File: src/rtl/booth_mul_seq.sv
// rtl/booth_mul_seq.sv - sequential signed radix-4 Booth multiplier with valid/ready ports
module booth_mul_seq #(
    parameter int W = 12
) (
    input  logic             clk,
    input  logic             rst_n,
    input  logic             in_valid,
    output logic             in_ready,
    input  logic [W-1:0]     a,
    input  logic [W-1:0]     b,
    output logic             out_valid,
    input  logic             out_ready,
    output logic [2*W-1:0]   product,
    output logic             busy
);

    localparam int CW = $clog2(W/2) > 0 ? $clog2(W/2) : 1;
    localparam int IW = $clog2(W+1);

    localparam logic [1:0] ST_IDLE = 2'd0;
    localparam logic [1:0] ST_RUN  = 2'd1;
    localparam logic [1:0] ST_DONE = 2'd2;

    localparam logic [2*W-1:0] ONE = {{(2*W-1){1'b0}}, 1'b1};
    localparam logic [CW-1:0]  CNT_START = CW'(W/2 - 1);

    logic [1:0]      state;
    logic [2*W-1:0]  acc;
    logic [W-1:0]    a_reg;
    logic [W:0]      b_ext;
    logic [CW-1:0]   cnt;

    logic [IW-1:0]   win_base;
    logic [2:0]      win;
    logic [2*W-1:0]  a_pos;
    logic [2*W-1:0]  a_neg;
    logic [2*W-1:0]  pp;
    logic [2*W-1:0]  acc_next;

    assign in_ready  = (state == ST_IDLE);
    assign out_valid = (state == ST_DONE);
    assign busy      = (state == ST_RUN) || (state == ST_DONE);
    assign product   = acc;

    // Select the current 3-bit Booth window, most significant window first
    always_comb begin
        win_base = IW'({cnt, 1'b0});
        win      = b_ext[win_base +: 3];
    end

    // Recode the window into a sign-extended partial product and form the next accumulator value
    always_comb begin
        a_pos = {{W{a_reg[W-1]}}, a_reg};
        a_neg = ~a_pos + ONE;
        pp    = '0;
        case (win)
            3'b001, 3'b010: pp = a_pos;
            3'b011:         pp = a_pos << 1;
            3'b100:         pp = a_neg << 1;
            3'b101, 3'b110: pp = a_neg;
            default:        pp = '0;
        endcase
        acc_next = (acc << 2) + pp;
    end

    // Control FSM and datapath registers: accept, one Booth step per clock, hold result
    always_ff @(posedge clk or negedge rst_n) begin
        if (!rst_n) begin
            state <= ST_IDLE;
            acc   <= '0;
            a_reg <= '0;
            b_ext <= '0;
            cnt   <= '0;
        end else begin
            case (state)
                ST_IDLE: begin
                    if (in_valid) begin
                        a_reg <= a;
                        b_ext <= {b, 1'b0};
                        acc   <= '0;
                        cnt   <= CNT_START;
                        state <= ST_RUN;
                    end
                end
                ST_RUN: begin
                    acc <= acc_next;
                    if (cnt == '0) begin
                        state <= ST_DONE;
                    end else begin
                        cnt <= cnt - 1'b1;
                    end
                end
                ST_DONE: begin
                    if (out_ready) begin
                        state <= ST_IDLE;
                    end
                end
                default: state <= ST_IDLE;
            endcase
        end
    end

endmodule
File: config.mk
export PLATFORM = sky130hd
export DESIGN_NAME = booth_mul_seq
export DESIGN_NICKNAME = d
export VERILOG_FILES = /design/src/rtl/booth_mul_seq.sv
export SDC_FILE = /design/constraint.sdc
export NUM_CORES = 1
export LEC_CHECK = 0
export CAP_MARGIN = 40
export CORE_MARGIN = 2
export CORE_UTILIZATION = 50
export DETAILED_ROUTE_END_ITERATION = 8
export GPL_TIMING_DRIVEN = 1
export PLACE_DENSITY = 0.8
export SYNTH_ARGS = -nofsm -noshare
export SYNTH_HDL_FRONTEND = slang
export SYNTH_SLANG_ARGS = --single-unit
File: constraint.sdc
create_clock -name clk -period 8.6 [get_ports clk]
set_clock_uncertainty 0.05 [all_clocks]
set_input_delay 1.72 -clock clk [delete_from_list [all_inputs] [get_ports clk]]
set_output_delay 1.72 -clock clk [all_outputs]
set_load 0.02 [all_outputs]
==> After elaboration in Yosys (flattened, before gate mapping) <==
Cells that the tools add are included.
{ "word_totals": {"ff_bits": 53, "output_inout_bits": 27, "in_bits": 28, "wordCells": 42} }
{ "op_classes": {"shift": 1, "add_sub_neg": 3, "muxes": 10, "eq_ne": 12, "n_reduce_logical": 10, "bitwise_logic": 1} }
{ "ops": {"columns": ["cell", "count"], "rows": [
  ["$pmux 24 s4", 1],
  ["$pmux 24 s2", 1],
  ["$add 24x1->24 const B", 1],
  ["$add 24x24->24", 1],
  ["$mux 24", 1],
  ["$not 24->24", 1],
  ["$shiftx 13x5->3", 1],
  ["$eq 3x3->1 const B", 3],
  ["$eq 3x2->1 const B", 2],
  ["$mux 2", 3],
  ["$mux 3", 2],
  ["$pmux 2 s3", 1],
  ["$pmux 3 s2", 1],
  ["$reduce_and 3->1", 2],
  ["$ne 2x1->1 const B", 2],
  ["$ne 2x2->1 const B", 2],
  ["$reduce_and 2->1", 2],
  ["$reduce_or 2->1", 2],
  ["$eq 3x1->1 const B", 1],
  ["$logic_not 3->1", 1],
  ["$sub 3x1->3 const B", 1],
  ["$eq 2x1->1 const B", 1],
  ["$eq 2x2->1 const B", 1],
  ["$logic_not 2->1", 1],
  ["other kinds (2)", 2]
]} }

==> Logic depth before layout (Yosys ltp) <==
{ "depth": {"ltp_word": 6, "mapped_depth": 20, "ltp_nobuf": 18} }

==> Worst setup path before layout <==
Ideal clock, no wire load.
{ "synth_path": {"kind": "reg2reg", "start": "register cnt[0]", "end": "register acc[22], in the netlist product[22]", "slack_ns": 4.224, "period_less_slack_ns": 4.376, "path_stages_with_launch": 20, "arrival_time_ns": 4.199, "required_time_ns": 8.424, "setup_time_ns": 0.126, "path_buffers": 3, "path_cell_list": "dfrtp_1 buf_6 mux4_2 a22oi_4 and2_1 buf_2 nand3_1 clkbuf_1 o221ai_1 ha_1 inv_1 fa_1 nand2b_1 a21oi_1 o21ai_0 a21oi_1 o21ai_0 o311ai_1 a2111oi_0 a311o_1"} }
{ "synth_via": {"elab_chain_cells": 6, "elab_cells_between_ends": 12, "classes_between": "add/sub (1); eq/ne (6); shift (1); mux (2); reduce/logical (2)"} }
{ "synth_rtl": {"columns": ["item", "line", "source"], "rows": [
  ["start, declared", "31", "logic [CW-1:0] cnt;"],
  ["start signal, assigned", "90", "cnt <= cnt - 1'b1;"],
  ["$shiftx 13x5->3 *", "48", "win = b_ext[win_base +: 3];"],
  ["$eq 3x3->1 (tied with other cells)", "56", "case (win)"],
  ["$reduce_or 2->1", "56", null],
  ["$pmux 24 s4 *", "56", null],
  ["$add 24x24->24 *", "63", "acc_next = (acc << 2) + pp;"],
  ["$pmux 24 s2 *", "75", "case (state)"],
  ["end signal, assigned", "86", "acc <= acc_next;"],
  ["end, declared", "28", "logic [2*W-1:0] acc;"]
]} }
Every way passes the cells marked *; elsewhere a longest branch is shown, timed or not.
A chain may end at the register's enable or synchronous reset.

==> Final worst setup path <==
Ends and elaborated chain as after synthesis.

==> out/metrics.yaml <==
outcome: "finished, final reports clean"
synth_cells: 439
start_util_pct: 51.6
synth_cell_types: 59
min_to: "b_ext[3]"
hold_path_class: "reg -> reg"
vias: 3452
tns_ns: 0
die_area_mm2: 0.00866
synth_top_area_share_pct: 33.5
netlist_area_mm2: 0.00396
track_usage_pct: 21.9
post_cts_resized: 0
final_layout_size_suffix_gt1_share_pct: 9.38
synth_edf_count: 0
place_hpwl_um: 6880
io_buffers: 54
synthMostInstantiatedCell: "dfrtp_1"
async_flop_share_pct: 100
worstHoldStart: "b_ext[3]"
cp-startpoint: "cnt[0]"
critPathBufInv: 1
ys.flop_type: "dfrtp_1"
drv_slew: 0
r2r_cells: 16
max_slew.worst_pin.slew_ns: 0.657
critPathTopFamily: "compound AO/OA/AOI/OAI gates"
nNetsFinal: 535
ys_warn_count: 0
endpoint_kind: "register"
antenna_found_initial: 0
max_slew_margin_pct: 56.2
critPathMaxStageDelay_ns: 0.57
hold_violations: 0
die_y_um: 93.0
r2r_slack_ns: 3.24
synth_common_cells: "dfrtp_1 (53), nand2_1 (45), o21ai_0 (40), nor2_1 (34), ha_1 (27)"
cts_made_buffers: 5
fin_crit_sh_pct: 62.4
cts_tree: "built"
cts_hold_buf: 0
clockBufferDepth: 2
start_kind: "register"
drc: 0
multi_input_area_mm2: 0.00246
avgViaCountPerCell: 5.93
syn2layout_area_growth_pct: 17.0
largest_reg_flops: 24
seq_area_frac_synth_pct: 33.5
rsz0062_at_grt: "no"
fmax_mhz: 186
fin_crit_ns: 5.36
first_pass_iters: 6
cp_max_fo: 14
gp_congestion: 0.932
arrival_ns: 5.52
grt_pass1_wl_um: 15300
wl_um: 8980
wl_per_cell_um: 15.4
critPathRequiredTime_ns: 8.76
synth_area_per_cell_um2: 9.03
max-cap-violations: 0
crit_chain: "mux4_2 > a22oi_4 > and2_1 > nand3_1 > o221ai_1 > ha_1 > inv_1 > fa_1 > nand2b_1 > a21oi_1 > o21ai_0 > a21oi_1 > o21ai_0 > o311ai_1 > a2111oi_0 > a311o_1"
grt_max_degree: 54
r2r-end: "product[22]"
die_w_um: 93.0
post-cts-setup-buffers: 0
synth-seq-cells: 53
critPathSlowestCell: "mux4_2"
fillerInstances: 678
h-tree-depth: 2
core_region_area_mm2: 0.00769
grt_pass1_vias: 3208
syn_nets: 495
overflow: 0
setup_violations: 0
rows: 32
reg2reg_from: "cnt[0]"
clkLatencyLatePin_ns: 0.31
hold_path_depth: 1
yosysTopAreaCell: "dfrtp_1"
synthTopCellsByArea: "dfrtp_1 (33%), ha_1 (8.5%), mux2_2 (7.1%)"
diodes: 0
path_clk_slew_ns: 0.10
ff_latch_area_mm2: 0.00133
cts_num_sinks: 53
drtIter0Drc: 226
worstSetupPathType: "reg -> reg"
final_antenna_net_count: 0
clock-root-buffer: "clkbuf_8"
ios: 55
[final cells by class]
cell class,count,share of cell area [%]
clock buffer,6,1.78
inverter,16,1.29
multi-input combinational,346,53.1
sequential,53,28.6
tap,102,2.75
clock inverter,2,0.297
timing repair buffer,57,12.2
[cell families after synthesis]
group           after synthesis  synth area share (%)
flops                        53                  33.5
buf+inv                      40                  4.42
mux                          31                  9.25
simple gates                136                  16.4
compound gates              127                  22.0
xor+xnor                     24                  5.49
fa+ha+maj                    28                  9.03
[cells in the final DEF (no fill, tap or decap), drive strengths merged, types with 5 or more instances in the layout]
master          n
or3             5
o211ai          6
dfrtp          53
a221o           6
nand3          11
xnor2          15
a21oi          19
a21o            7
clkbuf          6
a32o            5
nand2b         10
nor2           34
nand2          45
o31ai           7
o32ai           7
nor2b           6
nor3            9
ha             27
inv            16
o21ai          43
a22oi           5
mux2           25
xor2            9
clkdlybuf4s50  53
[layer usage]
metal	up-vias	GRT usage, %	part of all wire (%)
met5	-	0	0
met4	0	5.88	1.5
met3	13	2.98	6.8
met2	130	35.4	48
met1	1631	30.9	44
li1	1678	-	-
[worst max path at each step]
stage                             end  slack [ns]  cells past startpoint
after floorplan           product[22]        4.22                     19
after global placement    product[22]        3.53                     16
after detailed placement  product[22]        3.34                     16
after CTS                 product[22]        3.27                     16
after global routing      product[22]        2.79                     16
final                     product[22]        3.24                     16
[per-stage QoR]
step | instance area, um^2 | setup slack [ns] | cells | util [%] | hold slack [ns]
floorplan | 3960 | 4.22 | 439 | - | 0.424
global placement | 4530 | 3.53 | 573 | 58.9 | 0.428
detailed placement | 4540 | 3.34 | 574 | 59.1 | 0.445
CTS | 4640 | 3.27 | 582 | 60.3 | 0.470
global route | 4640 | 2.79 | 582 | 60.3 | 0.498
finish | 4640 | 3.24 | 582 | 60.3 | 0.463
Power is left out: the tool's default activity adds up to more than one toggle a clock period on the data nets, which glitch-free logic cannot reach.
